### src/rtl/spi_master_fifo.sv
// Synchronous word FIFO between the SPI APB registers and the SPI controller.
// Optional same-cycle fall-through on an empty FIFO: define SPI_FIFO_FALLTHROUGH_EN.
module spi_master_fifo #(
  parameter int unsigned DATA_WIDTH       = 32,
  parameter int unsigned BUFFER_DEPTH     = 10,
  parameter int unsigned LOG_BUFFER_DEPTH = 4
) (
  input  logic                        HCLK,
  input  logic                        HRESETn,
  input  logic                        clr_i,
  output logic [LOG_BUFFER_DEPTH:0]   elements_o,
  input  logic [DATA_WIDTH-1:0]       data_i,
  input  logic                        valid_i,
  output logic                        ready_o,
  output logic [DATA_WIDTH-1:0]       data_o,
  output logic                        valid_o,
  input  logic                        ready_i
);

  localparam int unsigned PTR_W = LOG_BUFFER_DEPTH;
  localparam int unsigned CNT_W = LOG_BUFFER_DEPTH + 1;
  localparam logic [PTR_W-1:0] PTR_LAST  = PTR_W'(BUFFER_DEPTH - 1);
  localparam logic [CNT_W-1:0] CNT_FULL  = CNT_W'(BUFFER_DEPTH);

  logic [DATA_WIDTH-1:0] mem [BUFFER_DEPTH];
  logic [PTR_W-1:0]      wr_ptr, rd_ptr;
  logic [CNT_W-1:0]      count;
  logic                  empty;
  logic                  push, pop;
  logic                  push_store, pop_store;

  assign empty      = (count == '0);
  assign ready_o    = (count != CNT_FULL);
  assign elements_o = count;
  assign push       = valid_i & ready_o;
  assign pop        = valid_o & ready_i;

`ifdef SPI_FIFO_FALLTHROUGH_EN
  // An empty FIFO presents the incoming word directly; if consumed at once it is never stored.
  logic bypass;
  assign valid_o    = ~empty | valid_i;
  assign data_o     = empty ? data_i : mem[rd_ptr];
  assign bypass     = empty & valid_i & ready_i;
  assign push_store = push & ~bypass;
  assign pop_store  = pop & ~bypass;
`else
  assign valid_o    = ~empty;
  assign data_o     = mem[rd_ptr];
  assign push_store = push;
  assign pop_store  = pop;
`endif

  // Pointer and occupancy state; clr_i flushes and overrides any handshake.
  always_ff @(posedge HCLK or negedge HRESETn) begin
    if (!HRESETn) begin
      wr_ptr <= '0;
      rd_ptr <= '0;
      count  <= '0;
    end else if (clr_i) begin
      wr_ptr <= '0;
      rd_ptr <= '0;
      count  <= '0;
    end else begin
      if (push_store) wr_ptr <= (wr_ptr == PTR_LAST) ? '0 : wr_ptr + PTR_W'(1);
      if (pop_store)  rd_ptr <= (rd_ptr == PTR_LAST) ? '0 : rd_ptr + PTR_W'(1);
      case ({push_store, pop_store})
        2'b10:   count <= count + CNT_W'(1);
        2'b01:   count <= count - CNT_W'(1);
        default: count <= count;
      endcase
    end
  end

  // Storage is intentionally not reset.
  always_ff @(posedge HCLK) begin
    if (push_store && !clr_i) mem[wr_ptr] <= data_i;
  end

endmodule

### config.mk
export PLATFORM = sky130hd
export DESIGN_NAME = spi_master_fifo
export DESIGN_NICKNAME = d
export VERILOG_FILES = /design/src/rtl/spi_master_fifo.sv
export SDC_FILE = /design/constraint.sdc
export NUM_CORES = 1
export LEC_CHECK = 0
export CAP_MARGIN = 20
export CORE_ASPECT_RATIO = 1.1
export CORE_UTILIZATION = 64
export DETAILED_ROUTE_END_ITERATION = 10
export PLACE_DENSITY = 0.95
export SYNTH_ARGS = -nofsm -noshare
export SYNTH_HDL_FRONTEND = slang
export SYNTH_SLANG_ARGS = --single-unit
### constraint.sdc
create_clock -name HCLK -period 9.6 [get_ports HCLK]
set_input_delay 0.96 -clock HCLK [delete_from_list [all_inputs] [get_ports HCLK]]
set_output_delay 0.96 -clock HCLK [all_outputs]
set_load 0.02 [all_outputs]
==> Implementation_results.wiki <==
{| class="wikitable"
! Metric !! Value
|-
| Hold Path Cell Cnt || 2
|-
| Cell-by-cell listing of the critical path || buf_16 -> buf_4 -> mux4_2 -> nor2b_1 -> a211oi_1 -> a21oi_1 -> clkdlybuf4s50_1
|-
| Pre-CTS setup slack || 4.90 ns
|-
| Pin count of the biggest net entering global routing || 71
|-
| Fin. max-slew vios || 0
|-
| Status || finished with violations
|-
| Unrepaired setup endpoints after global routing || no
|-
| Number of standard cells after synthesis || 656
|-
| Final Hold Violating Endpoints || 0
|-
| Endpoint required time on the critical path || 8.64 ns
|-
| Crit end category || primary output
|-
| CP delay by family, top || buffers and inverters
|-
| Setup-violating endpoint count in the final report || 0
|-
| Maximum clock frequency || 199 MHz
|-
| Standard cell core area || 19900 um^2
|-
| Row Count || 54
|-
| TritonCTS clock tree || built
|-
| Actual transition at the worst max-transition pin || 1.00 ns
|-
| Path length in cells of the critical path || 7
|-
| CP Class || reg2out
|-
| Routed via count divided by cell count || 6.67
|-
| Total via count in the routed design || 6794
|-
| Share of power burned in combinational logic || 22.3%
|-
| Final worst path period need || 5.03 ns
|-
| Total Routed Length || 28100 um
|-
| Final critical-path setup slack || 4.57 ns
|-
| Die Y-Extent || 152 um
|-
| Fraction of registers with async set or reset after synthesis || 3.90%
|-
| Startpoint type of the worst setup path || flop
|-
| Wire length of the first global-routing pass || 41800 um
|-
| Antenna Nets Post-Route || 0
|-
| Routed len/inst || 27.6 um
|-
| Top Usage Layer GRT || met2
|-
| Proportion of layout cells with a drive suffix above 1 || 19.8%
|-
| Clock Tree Buf Depth || 3
|-
| Number of maximum-capacitance constraint violations || 0
|-
| Number of antenna cells inserted || 0
|-
| Overall power consumption || 3660 uW
|-
| Number of buffers and inverters on the critical path || 3
|-
| Post-synthesis to final-layout area growth || 16.3%
|-
| Share of Yosys cell area claimed by the top area cell type || 73.6%
|-
| Filler cell count in the final layout || 976
|-
| Footprint of the flip-flops and latches || 9940 um^2
|-
| Total clock buffers created by CTS || 30
|-
| Sequential area share after synthesis || 76.1%
|-
| Final weighted congestion of routability-driven global placement || 0.780
|-
| Hold/Removal Path Class || reg2reg
|-
| Depth of the CTS H-tree || 1
|-
| Total Neg Setup Slack || 0 ns
|-
| Hold_buf cts || 0
|-
| Period Utilization, post-route || 52.4%
|-
| Global-route track usage on met3 || 3.80%
|-
| Total power density per cell area || 241 nW/um^2
|-
| DP HPWL || 14500 um
|-
| Post-Synthesis Mean Instance Area || 19.9 um^2
|-
| Clock transition at the registers of the reported paths || 0.06 ns
|-
| Number of DRC markers in iteration 0 || 850
|-
| Final Skew || 0.0134 ns
|-
| DRT Pass-1 Iters || 9
|-
| VDD IR-drop max || 0.201 mV
|-
| Worst R2R Path Depth || 10
|-
| P_int || 2710 uW
|-
| End-of-flow core utilization || 76.1%
|-
| Cell at the slowest stage of the critical path || sky130_fd_sc_hd__dfrtp_4
|-
| CTS resizes || 0
|-
| Clock share of power || 32.2%
|-
| Slew margin rel. || 33.3%
|-
| Net Count, Synth || 699
|-
| Number of enable flip-flop cells after synthesis || 320
|-
| Footprint of the multi-input gates || 3000 um^2
|-
| Failing checks || DRC
|-
| CP peak stage delay || 0.67 ns
|-
| I/O pin cnt || 76
|-
| Fraction of power spent switching nets || 26.0%
|-
| Yosys synthesis warning count || 0
|-
| Count of buffers added by post-CTS timing repair for setup || 0
|-
| CTS Sinks || 333
|-
| Static Leak || 0.00478 uW
|-
| Met2 Resource Use GR || 49.0%
|-
| Root buffer cell || sky130_fd_sc_hd__clkbuf_16
|-
| GRT Residual Overflow || 0
|-
| Sequential Power Share || 45.5%
|-
| Ys flop type || sky130_fd_sc_hd__edfxtp_1
|-
| Flop and latch count out of synthesis || 333
|-
| Most frequent standard cell in the layout excluding fill and tap cells || sky130_fd_sc_hd__edfxtp_1
|-
| Post-synthesis instance area || 13100 um^2
|-
| Remaining routing DRC violations || 14
|-
| Number of antenna violations at the first check in global routing || 0
|-
| Leading cell types in the layout, fill and taps excluded || sky130_fd_sc_hd__edfxtp_1 (320), sky130_fd_sc_hd__clkdlybuf4s50_1 (75), sky130_fd_sc_hd__mux4_2 (64)
|-
| NetSw || 953 uW
|-
| Maximum fanout along the worst path || 43
|-
| Vias in the first global route || 6872
|-
| Number of distinct library cells after synthesis || 37
|-
| Met1 routing resource usage after global routing || 35.6%
|-
| Cell type with the highest aggregate area in the netlist || sky130_fd_sc_hd__edfxtp_1
|-
| Number of buffers inserted by port buffering || 75
|-
| Arrival @ worst endpoint || 4.07 ns
|-
| Net total in the final layout || 787
|-
| Die ar. || 21000 um^2
|-
| Clock insertion delay at the later pin of the skew report || 0.55 ns
|-
| Area contributors post-synth || sky130_fd_sc_hd__edfxtp_1 (74%), sky130_fd_sc_hd__mux4_2 (11%), sky130_fd_sc_hd__mux2i_1 (2.7%)
|-
| Die X-Extent || 138 um
|-
| Initial standard-cell utilization of the core || 65.5%
|-
| Aggregate global-route resource usage || 27.7%
|}
## final cells by class
class | count | share of cell area (%)
Timing Repair Buffer | 94 | 6.09
Sequential cell | 333 | 65.5
Inverter | 4 | 0.0990
Multi-Input combinational cell | 281 | 19.8
Tap cell | 252 | 2.08
Clock buffer | 35 | 5.21
Clock inverter | 20 | 1.19
## registers in the layout (all words and copies together) (netlist names)
name and cells:
elements_o 5, mem 320, rd_ptr 4, wr_ptr 4
## per-layer routing
metal	share of wire (%)	wire [um]	up-vias
li1	-	-	2846
met1	37	10500	3452
met2	53	14900	436
met3	7.6	2130	60
met4	2.4	670	0
met5	0	0	-
## logic make-up after synthesis
family | count (synthesis) | synth area share, %
xor+xnor | 5 | 0.393
compound gates | 84 | 4.14
buf+inv | 42 | 1.30
fa+ha+maj | 6 | 0.633
simple gates | 87 | 3.67
flops | 333 | 76.1
mux | 99 | 13.7
## through the flow
step | instances | area [um^2] | hold slack (ns)
2_1_floorplan | 656 | 13100 | 0.580
3_3_place_gp | 959 | 14100 | 0.571
3_5_place_dp | 959 | 14100 | 0.603
4_1_cts | 1014 | 15100 | 0.625
5_1_grt | 1019 | 15200 | 0.647
6_report | 1019 | 15200 | 0.617
## final timing paths
kind,from,to,slack (ns)
max reg2reg,elements_o[0],elements_o[4],6.39
max in group asynchronous,HRESETn,rd_ptr[0],8.40
max,rd_ptr[0],data_o[3],4.57
min,elements_o[2],elements_o[2],0.62
min in group asynchronous,HRESETn,elements_o[0],0.78
min reg2reg,elements_o[2],elements_o[2],0.62
## Yosys cell counts (4+ instances only)
master and count:
sky130_fd_sc_hd__inv_1 4, sky130_fd_sc_hd__mux2i_1 35, sky130_fd_sc_hd__a211oi_1 33, sky130_fd_sc_hd__nor2_1 14
sky130_fd_sc_hd__nand2_1 10, sky130_fd_sc_hd__buf_2 10, sky130_fd_sc_hd__mux4_2 64, sky130_fd_sc_hd__edfxtp_1 320
sky130_fd_sc_hd__nand2b_1 4, sky130_fd_sc_hd__buf_1 5, sky130_fd_sc_hd__nor3_1 10, sky130_fd_sc_hd__a21oi_1 39
sky130_fd_sc_hd__clkbuf_1 23, sky130_fd_sc_hd__nor2b_1 36, sky130_fd_sc_hd__ha_1 5, sky130_fd_sc_hd__dfrtp_1 13
## tightest hold or removal path, stage by stage, from the launching register on
cell and delay [ns]:
sky130_fd_sc_hd__dfrtp_1 0.40, sky130_fd_sc_hd__mux2i_1 0.09, sky130_fd_sc_hd__nor2_1 0.08
## power by group through the flow
stage	registers (uW)	logic (uW)	clock network, uW
after global routing	1670	870	1240
after CTS	1710	771	1180
after detailed placement	1740	756	0
after global placement	1730	728	0
after floorplan	1680	558	0
final	1660	816	1180
Note: power is estimated with default switching activity, not from simulation.
